==> src/rtl/ft245_pkg.sv <==
// Shared types and constants for the FT245R stream bridge.
package ft245_pkg;
  typedef enum logic [2:0] {
    IDLE      = 3'd0,
    WR_STROBE = 3'd1,
    WR_HOLD   = 3'd2,
    RD_STROBE = 3'd3,
    RD_LATCH  = 3'd4,
    GAP       = 3'd5
  } state_e;

  localparam logic [7:0] FRAME_MARKER = 8'hA5;
  localparam int         DROP_CNT_W   = 16;
  localparam int         MAX_PUSH     = 5;
  localparam logic       ARB_TX       = 1'b0;
  localparam logic       ARB_RX       = 1'b1;
endpackage

==> src/rtl/ft245_byte_fifo.sv <==
// Byte FIFO: up to MAX_PUSH bytes pushed per cycle (push_data[0] first),
// single pop, show-ahead head. Caller guarantees room / non-empty.
module byte_fifo
  import ft245_pkg::*;
#(
  parameter int DEPTH = 16
) (
  input  logic                            clk,
  input  logic                            reset,
  input  logic [2:0]                      push_cnt,
  input  logic [MAX_PUSH-1:0][7:0]        push_data,
  input  logic                            pop,
  output logic [7:0]                      head,
  output logic [$clog2(DEPTH):0]          level
);
  localparam int AW = $clog2(DEPTH);
  localparam int LW = AW + 1;

  logic [7:0]    mem_q [DEPTH];
  logic [AW-1:0] wr_ptr_q, wr_ptr_d, rd_ptr_q, rd_ptr_d;
  logic [LW-1:0] level_q, level_d;

  always_comb begin
    wr_ptr_d = wr_ptr_q + AW'(push_cnt);
    rd_ptr_d = rd_ptr_q + AW'(pop);
    level_d  = level_q + LW'(push_cnt) - LW'(pop);
  end

  always_ff @(posedge clk) begin
    if (reset) begin
      wr_ptr_q <= '0;
      rd_ptr_q <= '0;
      level_q  <= '0;
    end else begin
      wr_ptr_q <= wr_ptr_d;
      rd_ptr_q <= rd_ptr_d;
      level_q  <= level_d;
    end
  end

  // Storage needs no reset; level counters define validity.
  always_ff @(posedge clk) begin
    for (int i = 0; i < MAX_PUSH; i++)
      if (3'(i) < push_cnt) mem_q[wr_ptr_q + AW'(i)] <= push_data[i];
  end

  assign head  = mem_q[rd_ptr_q];
  assign level = level_q;
endmodule

==> src/rtl/ft245_stream_bridge.sv <==
// Sample producer / host command bridge to an FT245R USB FIFO.
// Optional FRAME_MARKER_EN: prefix each accepted sample with 0xA5.
module ft245_stream_bridge
  import ft245_pkg::*;
#(
  parameter int TX_DEPTH     = 16,
  parameter int RX_DEPTH     = 8,
  parameter int SAMPLE_BYTES = 2,
  parameter int STROBE_CYC   = 4,
  parameter int GAP_CYC      = 4
) (
  input  logic                          clk,
  input  logic                          reset,
  input  logic [8*SAMPLE_BYTES-1:0]     sample_data,
  input  logic                          sample_valid,
  output logic                          sample_drop,
  output logic [DROP_CNT_W-1:0]         drop_count,
  output logic [$clog2(TX_DEPTH):0]     tx_level,
  output logic [7:0]                    rx_data,
  output logic                          rx_valid,
  input  logic                          rx_ready,
  input  logic [7:0]                    usb_data_in,
  output logic [7:0]                    usb_data_out,
  output logic                          usb_data_oe,
  output logic                          usb_wr,
  output logic                          usb_rd_n,
  input  logic                          usb_txe_n,
  input  logic                          usb_rxf_n
);
  localparam int TLW = $clog2(TX_DEPTH) + 1;
  localparam int RLW = $clog2(RX_DEPTH) + 1;
`ifdef FRAME_MARKER_EN
  localparam int OFS = 1;
`else
  localparam int OFS = 0;
`endif
  localparam int NEED = SAMPLE_BYTES + OFS;

  state_e                   state_q, state_d;
  logic [3:0]               cnt_q, cnt_d;
  logic                     arb_q, arb_d;
  logic [7:0]               data_q, data_d, rx_byte_q, rx_byte_d;
  logic                     txe_meta_q, txe_sync_q, rxf_meta_q, rxf_sync_q;
  logic                     drop_q, drop_d;
  logic [DROP_CNT_W-1:0]    drop_cnt_q, drop_cnt_d;
  logic                     tx_pop, rx_push, rx_pop, accept, tx_ok, rx_ok;
  logic [2:0]               tx_push_cnt;
  logic [MAX_PUSH-1:0][7:0] tx_push_data;
  logic [7:0]               tx_head;
  logic [RLW-1:0]           rx_level;
  logic [TLW-1:0]           tx_free;

  // Free space is taken from the registered level, i.e. before any pop this cycle.
  assign tx_free     = TLW'(TX_DEPTH) - tx_level;
  assign accept      = sample_valid && (tx_free >= TLW'(NEED));
  assign tx_push_cnt = accept ? 3'(NEED) : 3'd0;

  always_comb begin
    tx_push_data = '0;
`ifdef FRAME_MARKER_EN
    tx_push_data[0] = FRAME_MARKER;
`endif
    for (int i = 0; i < SAMPLE_BYTES; i++)
      tx_push_data[i+OFS] = sample_data[8*(SAMPLE_BYTES-1-i) +: 8];
  end

  always_comb begin
    drop_d     = sample_valid && !accept;
    drop_cnt_d = drop_cnt_q;
    if (drop_d && drop_cnt_q != '1) drop_cnt_d = drop_cnt_q + 1'b1;
  end

  byte_fifo #(.DEPTH(TX_DEPTH)) u_tx_fifo (
    .clk(clk), .reset(reset), .push_cnt(tx_push_cnt), .push_data(tx_push_data),
    .pop(tx_pop), .head(tx_head), .level(tx_level)
  );

  byte_fifo #(.DEPTH(RX_DEPTH)) u_rx_fifo (
    .clk(clk), .reset(reset), .push_cnt({2'b00, rx_push}),
    .push_data({32'd0, rx_byte_q}),
    .pop(rx_pop), .head(rx_data), .level(rx_level)
  );

  assign rx_valid = rx_level != '0;
  assign rx_pop   = rx_valid && rx_ready;
  assign tx_ok    = (tx_level != '0) && !txe_sync_q;
  assign rx_ok    = !rxf_sync_q && (rx_level != RLW'(RX_DEPTH));

  always_ff @(posedge clk) begin
    if (reset) begin
      state_q    <= IDLE;
      cnt_q      <= '0;
      arb_q      <= ARB_TX;
      data_q     <= '0;
      rx_byte_q  <= '0;
      txe_meta_q <= 1'b1;
      txe_sync_q <= 1'b1;
      rxf_meta_q <= 1'b1;
      rxf_sync_q <= 1'b1;
      drop_q     <= 1'b0;
      drop_cnt_q <= '0;
    end else begin
      state_q    <= state_d;
      cnt_q      <= cnt_d;
      arb_q      <= arb_d;
      data_q     <= data_d;
      rx_byte_q  <= rx_byte_d;
      txe_meta_q <= usb_txe_n;
      txe_sync_q <= txe_meta_q;
      rxf_meta_q <= usb_rxf_n;
      rxf_sync_q <= rxf_meta_q;
      drop_q     <= drop_d;
      drop_cnt_q <= drop_cnt_d;
    end
  end

  always_comb begin
    state_d   = state_q;
    cnt_d     = cnt_q;
    arb_d     = arb_q;
    data_d    = data_q;
    rx_byte_d = rx_byte_q;
    tx_pop    = 1'b0;
    rx_push   = 1'b0;
    case (state_q)
      IDLE: begin
        if (tx_ok && (!rx_ok || arb_q == ARB_TX)) begin
          state_d = WR_STROBE;
          data_d  = tx_head;
          cnt_d   = 4'(STROBE_CYC - 1);
          arb_d   = ARB_RX;
        end else if (rx_ok) begin
          state_d = RD_STROBE;
          cnt_d   = 4'(STROBE_CYC - 1);
          arb_d   = ARB_TX;
        end
      end
      WR_STROBE: begin
        if (cnt_q == '0) begin
          state_d = WR_HOLD;
          tx_pop  = 1'b1;
        end else cnt_d = cnt_q - 1'b1;
      end
      WR_HOLD: begin
        state_d = GAP;
        cnt_d   = 4'(GAP_CYC - 1);
      end
      // Capture on the last strobe edge, while RD# is still low.
      RD_STROBE: begin
        if (cnt_q == '0) begin
          state_d   = RD_LATCH;
          rx_byte_d = usb_data_in;
        end else cnt_d = cnt_q - 1'b1;
      end
      RD_LATCH: begin
        rx_push = 1'b1;
        state_d = GAP;
        cnt_d   = 4'(GAP_CYC - 1);
      end
      GAP: begin
        if (cnt_q == '0) state_d = IDLE;
        else cnt_d = cnt_q - 1'b1;
      end
      default: state_d = IDLE;
    endcase
  end

  always_comb begin
    usb_wr       = state_q == WR_STROBE;
    usb_rd_n     = state_q != RD_STROBE;
    usb_data_oe  = (state_q == WR_STROBE) || (state_q == WR_HOLD);
    usb_data_out = usb_data_oe ? data_q : 8'h00;
  end

  assign sample_drop = drop_q;
  assign drop_count  = drop_cnt_q;
endmodule

==> config.mk <==
export PLATFORM = sky130hd
export DESIGN_NAME = ft245_stream_bridge
export DESIGN_NICKNAME = d
export VERILOG_FILES = /design/src/rtl/ft245_pkg.sv /design/src/rtl/ft245_byte_fifo.sv /design/src/rtl/ft245_stream_bridge.sv
export SDC_FILE = /design/constraint.sdc
export NUM_CORES = 1
export LEC_CHECK = 0
export ABC_AREA = 1
export CORE_ASPECT_RATIO = 1.4
export CORE_MARGIN = 3
export CORE_UTILIZATION = 34
export CTS_CLUSTER_DIAMETER = 50
export DETAILED_ROUTE_END_ITERATION = 16
export PLACE_DENSITY = 0.49
export SYNTH_ARGS = -nofsm -noshare
export SYNTH_HDL_FRONTEND = slang
export SYNTH_SLANG_ARGS = --single-unit
==> constraint.sdc <==
create_clock -name clk -period 2.5 [get_ports clk]
set_input_delay 0.5 -clock clk [delete_from_list [all_inputs] [get_ports clk]]
set_output_delay 0.5 -clock clk [all_outputs]
set_load 0.1 [all_outputs]
# Word level (Yosys, flattened, before mapping)
# Memories as Yosys holds them, arrays and structs flattened. A register that Yosys moved wholly into a read port is not among the register bits.
# Cells that the tools add are included.
# totals
reg_bits	60
latchBits	0
ramBits	192
rom_bits	0
output_inout_bits	42
memories	2
# classes
addsub	19
multipliers	0
n_div	0
magnitude_cmp	11
eq_ne	13
shift	0
mux	59
n_bitwise	1
reduce_logical	33
# mem_list
name	depth	width	read_ports	rd_clocked_by_memory_dff	write_ports	line_no	text
u_tx_fifo.mem_q	16	8	1	1	2	ft245_byte_fifo.sv:19	logic [7:0] mem_q [DEPTH];
u_rx_fifo.mem_q	8	8	1	1	1	ft245_byte_fifo.sv:19	
# ops
operator	n
8-bit 2-to-1 mux	8
8-bit OR reduction	7
1-bit 2-to-1 mux	32
3-bit 2-to-1 mux	10
4-bit 2-to-1 mux	6
16-bit by 1-bit adder with 16-bit output, second input constant	1
16-bit inequality test, second input constant	1
3-bit one-hot mux with 5 select lines	1
4-bit one-hot mux with 3 select lines	1
4-bit by 1-bit adder with 4-bit output	2
4-bit by 2-bit adder with 4-bit output, second input constant	2
1-bit logical AND	7
3-bit by 1-bit adder with 3-bit output	2
3-bit by 2-bit adder with 3-bit output, second input constant	2
3-bit by 2-bit == test with 1-bit output, second input constant	2
3-bit == test, second input constant	2
2-bit inequality test, second input constant	3
2-bit AND reduction	3
5-bit by 2-bit adder with 5-bit output	1
5-bit by 2-bit >= comparator with 1-bit output, second input constant	1
5-bit nonzero test	1
5-bit by 1-bit subtractor with 5-bit output	1
5-bit subtractor, first input constant	1
4-bit by 1-bit adder with 4-bit output, second input constant	1
other kinds (30)	38

# Longest topological paths before layout
# depth
ltp_word	11
ltp_mapped	18

# Cells and area by module
# Synthesis repeated with hierarchy kept, for this count alone.
# hier_totals
cells_unflattened	3535
area_unflattened_um2	22069.9
# by_module_without_submodules
mod	instances	cells_each	area_per_inst_um2
byte_fifo (u_tx_fifo)	1	2191	13125.1
byte_fifo (u_rx_fifo)	1	1008	6597.6
ft245_stream_bridge	1	336	2347.3

# Worst setup path after synthesis
# Ideal clock, no wire load.
# synth_path
kind	reg2out
start	register state_q[2]
end	output usb_data_out[0]
arrival_ns	4.309
slack_ns	-2.309
path_stages_with_launch	8
path_buffers	0
cell_sequence	dfxtp_1 inv_1 nand2_1 nor2_1 inv_1 nand2_1 inv_1 nor2_1
# synth_via
elab_chain_cells	3
# synth_lines
item	line_no	text
start, declared	ft245_stream_bridge.sv:39	state_e state_q, state_d;
start signal, assigned	ft245_stream_bridge.sv:103	state_q <= state_d;
3-bit by 1-bit == test with 1-bit output	-	
net usb_wr	ft245_stream_bridge.sv:25	output logic usb_wr,
1-bit logical OR	ft245_stream_bridge.sv:171	usb_data_oe = (state_q == WR_STROBE) || (state_q == WR_HOLD);
net usb_data_oe	ft245_stream_bridge.sv:24	output logic usb_data_oe,
8-bit 2-to-1 mux	ft245_stream_bridge.sv:172	usb_data_out = usb_data_oe ? data_q : 8'h00;
end, declared	ft245_stream_bridge.sv:23	output logic [7:0] usb_data_out,
# The timed path passes the listed nets, and every way through them passes these cells.

# Worst setup path after layout
# layout_path
start	register u_tx_fifo.level_q[2] (netlist: u_tx_fifo.level[2])
end	register u_tx_fifo.level_q[2] (netlist: u_tx_fifo.level[2])
# layout_via
elab_chain_cells	6
# layout_lines
item	line_no	text
start, declared	ft245_byte_fifo.sv:21	logic [LW-1:0] level_q, level_d;
start signal, assigned	ft245_byte_fifo.sv:37	level_q <= level_d;
5-bit subtractor	ft245_stream_bridge.sv:54	assign tx_free = TLW'(TX_DEPTH) - tx_level;
5-bit by 2-bit >= comparator with 1-bit output	ft245_stream_bridge.sv:55	assign accept = sample_valid && (tx_free >= TLW'(NEED));
1-bit logical AND	ft245_stream_bridge.sv:55	
2-bit 2-to-1 mux	ft245_stream_bridge.sv:56	assign tx_push_cnt = accept ? 3'(NEED) : 3'd0;
5-bit by 2-bit adder with 5-bit output *	ft245_byte_fifo.sv:26	level_d = level_q + LW'(push_cnt) - LW'(pop);
5-bit by 1-bit subtractor with 5-bit output *	ft245_byte_fifo.sv:26	
# Mark *: on every way between the ends. The rest lies on a longest branch, timed or not.
# A chain may end at the register's enable or synchronous reset.

==> run metrics <==
combinational fraction of design power=0.385; fill count=~3500; Post-Syn Area=12200 µm²; slowest library cell on the worst path=sky130_fd_sc_hd__fa_2; total die area=around 38000 µm²; Layout area overhead=24.1%; clock root buffer=sky130_fd_sc_hd__clkbuf_16; maximum buffer depth of the clock tree=3; fraction of final layout cells with drive strength greater than 1=0.167; CP arrival=around 2.9 ns; sequential share of power=0.340; antenna violations before repair=0; worst ir drop on vdd=between 0.6 and 0.7 mV; total placed cells including tap cells=1886; Tightest Hold Check Type=primary input to flop; area of the core=~35000 µm²; H-tree depth=1; Pint=9.75 mW; result of the run=complete, no violations; top cell family by delay on the critical path=adder cells; total clock sinks=about 260; die height=about 230 µm; number of buffer cells added on primary ports=just over 70; Placer Congestion=between 0.7 and 0.8; count of mapped cells out of synthesis=roughly 1400; cell repeated most along the worst path=sky130_fd_sc_hd__inv_2; Total Nets Final=between 1500 and 2000; worst hold path cell count=2; clock tree from TritonCTS=yes; DRC viols=0; number of gates on the worst path with buffers counted=17; horizontal extent of the die=between 150 and 200 µm; power share of the clock group=0.275; fmax=roughly 410 MHz; post-synthesis net count=roughly 1400; Core Rows=81; standby leakage power=between 6 and 7 nW; wire length of the first global-routing pass=around 49 mm; clock-pin slew of the registers on the worst-case setup and hold paths=0.06 ns; critical path cell sequence=inv_6 > ha_4 > nand2_2 > inv_2 > ha_4 > nand3_4 > nor2_4 > nand3_4 > nand2_4 > inv_4 > nor2_4 > inv_2 > nand2_2 > ha_2 > inv_2 > fa_2 > nor2_1; maximum number of pins on one net before global-route repair=58; critical-path maximum fanout=3; shortest period the worst path allows=around 2.4 ns; via/cell ratio=about 4.7; via count of the first global-routing pass=approximately 8900; diode count=0; yosys synthesis warning count=0; final-report setup violation count=0; post-synthesis sequential area ratio=0.585; Switching Share=0.384; Avg Cell Area, Syn=8.92 µm²; post-route antenna net violation count=0; Worst R2R Path Depth=17; count of placed standard cells in the final layout, fillers left out=slightly below 2000; clock network latency to the later pin of the worst-skew pair=about 0.56 ns; routed length per instance=between 15 and 20 µm; estimated wirelength of the detail-placed design=~21 mm; GRT overflow=0; Yosys reg bits=roughly 260; drt pass-1 iters=7; critical path class=flop to flop; TNS Setup=0 ns; Clock Skews=roughly 0.016 ns; number of hold violations in the final report=0; number of maximum-capacitance constraint violations=0; total wire length=~31 mm; synth unique cells=35; required time reported for the critical path endpoint=2.94 ns; transition time at the pin with the least slew margin=approximately 0.98 ns; slew margin rel.=0.347; effective utilization at floorplan=0.347; critical path launch point type=flop; first-iteration detailed-routing DRC count=377; Max Transition Viols Final=0; number of buffers inserted by hold repair at cts=0; CTS Buf Count=29; endpoint kind of the worst setup timing path=flop; total power of the final layout=15.8 mW; I/O pin count=a little over 70; CP Buf/Inv Count=5; switching power total=6.08 mW; biggest cell delay along the critical path=about 0.51 ns; hold slack final=approximately 0.26 ns; combined global-route utilization of all metal layers=0.160; Period Utilization, post-route=0.965; power density over the cells=1050 nW/µm²; total via count in the routed design=between 9000 and 10000
## state kept, by name, summed over array words and instances, names as in the netlist
signal / cells
txe_meta_q: 1
cnt_q: 4
u_tx_fifo.wr_ptr_q: 3
state_q: 3
arb_q: 1
data_q: 8
u_tx_fifo.rd_ptr_q: 4
rx_byte_q: 8
u_rx_fifo.mem_q: 64
rxf_sync_q: 1
u_rx_fifo.rd_ptr_q: 3
sample_drop: 1
u_rx_fifo.wr_ptr_q: 3
txe_sync_q: 1
u_tx_fifo.mem_q: 128
u_tx_fifo.level: 5
u_rx_fifo.level: 4
rxf_meta_q: 1
drop_count: 16
## per-stage QoR
step / area [µm²] / worst slack (ns) / utilization
floorplan: 12400 / -0.286 / -
global placement: 13900 / -0.120 / 0.397
detailed placement: 13900 / -0.169 / 0.397
CTS: 15000 / 0.0153 / 0.427
global route: 15100 / -0.0291 / 0.430
finish: 15100 / 0.0887 / 0.430
## per-layer routing
| metal | share of wire | wire, µm | up-vias | track usage |
|---|---|---|---|---|
| met5 | 0 | 0 | - | 0 |
| met4 | 0.030 | 927 | 0 | 0.0525 |
| met3 | 0.034 | 1050 | 53 | 0.0189 |
| met2 | 0.52 | 16200 | 166 | 0.297 |
| met1 | 0.42 | 13000 | 4343 | 0.193 |
| li1 | - | - | 4684 | - |
## worst reg2reg max path, stage by stage (launching register included)
cell and delay, ns:
sky130_fd_sc_hd__dfxtp_4 0.37, sky130_fd_sc_hd__inv_6 0.03, sky130_fd_sc_hd__ha_4 0.14, sky130_fd_sc_hd__nand2_2 0.07
sky130_fd_sc_hd__inv_2 0.05, sky130_fd_sc_hd__ha_4 0.27, sky130_fd_sc_hd__nand3_4 0.07, sky130_fd_sc_hd__nor2_4 0.12
sky130_fd_sc_hd__nand3_4 0.09, sky130_fd_sc_hd__nand2_4 0.11, sky130_fd_sc_hd__inv_4 0.05, sky130_fd_sc_hd__nor2_4 0.08
sky130_fd_sc_hd__inv_2 0.06, sky130_fd_sc_hd__nand2_2 0.05, sky130_fd_sc_hd__ha_2 0.17, sky130_fd_sc_hd__inv_2 0.04
sky130_fd_sc_hd__fa_2 0.51, sky130_fd_sc_hd__nor2_1 0.04
## path summary, 6_finish.rpt
path	startpoint	end	slack, ns
worst min register to register	txe_meta_q	txe_sync_q	0.41
worst min-delay path	reset	drop_count[13]	0.26
worst max-delay path	u_tx_fifo.level[2]	u_tx_fifo.level[2]	0.09
worst max register to register	u_tx_fifo.level[2]	u_tx_fifo.level[2]	0.09
## cell type report
class	count	area (µm²)	share of cell area
flip-flops and latches	259	7130	0.473
multi-input cells	914	4500	0.298
repair buffers	138	1390	0.0921
clock buffers	34	774	0.0514
well taps	456	571	0.0378
inverters	126	509	0.0338
clock inverters	20	204	0.0135
## logic make-up (layout without fill, tap and decap cells)
family                   after synthesis  count (layout)  share of synthesized area
flip-flops                           259             259                      0.585
AND/OR/NAND/NOR                      761             761                      0.261
AO/OA/AOI/OAI                        110             110                     0.0507
buffers and inverters                189             318                     0.0633
adder cells (fa/ha/maj)               25              25                     0.0270
XOR/XNOR                              18              18                     0.0130
## synth_stat cells, drive strengths merged
library cell / instances / share of area
and2: 1 / 0.00052
o32ai: 16 / 0.012
nand3: 137 / 0.059
nor2: 157 / 0.051
clkinv: 2 / 0.00062
fa: 2 / 0.0033
o21ai: 59 / 0.024
nand2: 450 / 0.14
nand4: 10 / 0.0074
buf: 28 / 0.013
or2: 5 / 0.0026
nor3: 1 / 0.00041
inv: 124 / 0.038
edfxtp: 192 / 0.47
clkbuf: 35 / 0.011
dfxtp: 67 / 0.11
ha: 23 / 0.024
xnor2: 13 / 0.0094
o211ai: 1 / 0.00062
a211oi: 1 / 0.00062
xor2: 5 / 0.0036
a21oi: 33 / 0.014
## repair_timing
action	in CTS	in global routing
pin swaps	2	5
setup buffers	6	2
resized for setup	6	17
setup endpoints to repair	114	64
## cell usage in the layout (no fill, tap or decap), types with 5 or more instances in the layout
| cell type | Yosys | layout |
|---|---|---|
| sky130_fd_sc_hd__inv_6 | 0 | 6 |
| sky130_fd_sc_hd__nor2_4 | 2 | 13 |
| sky130_fd_sc_hd__nand3_1 | 133 | 130 |
| sky130_fd_sc_hd__o32ai_1 | 16 | 12 |
| sky130_fd_sc_hd__xor2_1 | 5 | 5 |
| sky130_fd_sc_hd__o21ai_0 | 50 | 48 |
| sky130_fd_sc_hd__clkbuf_16 | 0 | 29 |
| sky130_fd_sc_hd__a21oi_1 | 33 | 33 |
| sky130_fd_sc_hd__buf_12 | 0 | 21 |
| sky130_fd_sc_hd__nand2_2 | 8 | 10 |
| sky130_fd_sc_hd__nand2_1 | 442 | 438 |
| sky130_fd_sc_hd__inv_2 | 7 | 14 |
| sky130_fd_sc_hd__clkinvlp_4 | 0 | 9 |
| sky130_fd_sc_hd__nor2_2 | 6 | 5 |
| sky130_fd_sc_hd__nor2_1 | 149 | 139 |
| sky130_fd_sc_hd__nand3_2 | 3 | 5 |
| sky130_fd_sc_hd__clkinv_2 | 0 | 6 |
| sky130_fd_sc_hd__nand4_1 | 7 | 7 |
| sky130_fd_sc_hd__edfxtp_1 | 192 | 192 |
| sky130_fd_sc_hd__inv_1 | 117 | 100 |
| sky130_fd_sc_hd__dfxtp_1 | 67 | 58 |
| sky130_fd_sc_hd__xnor2_1 | 13 | 12 |
| sky130_fd_sc_hd__dfxtp_4 | 0 | 5 |
| sky130_fd_sc_hd__clkdlybuf4s50_1 | 0 | 28 |
| sky130_fd_sc_hd__or2_2 | 5 | 5 |
| sky130_fd_sc_hd__buf_4 | 1 | 83 |
| sky130_fd_sc_hd__ha_1 | 23 | 18 |
| sky130_fd_sc_hd__o21ai_1 | 9 | 11 |
## power groups by stage
stage	clock, mW	sequential [mW]	combinational (mW)
2_1_floorplan	0	5.74	3.76
3_3_place_gp	0	5.46	5.78
3_5_place_dp	0	5.47	5.81
4_1_cts	4.46	5.38	5.99
5_1_grt	4.61	5.44	6.72
6_report	4.35	5.39	6.10
Note: power is estimated with default switching activity, not from simulation.
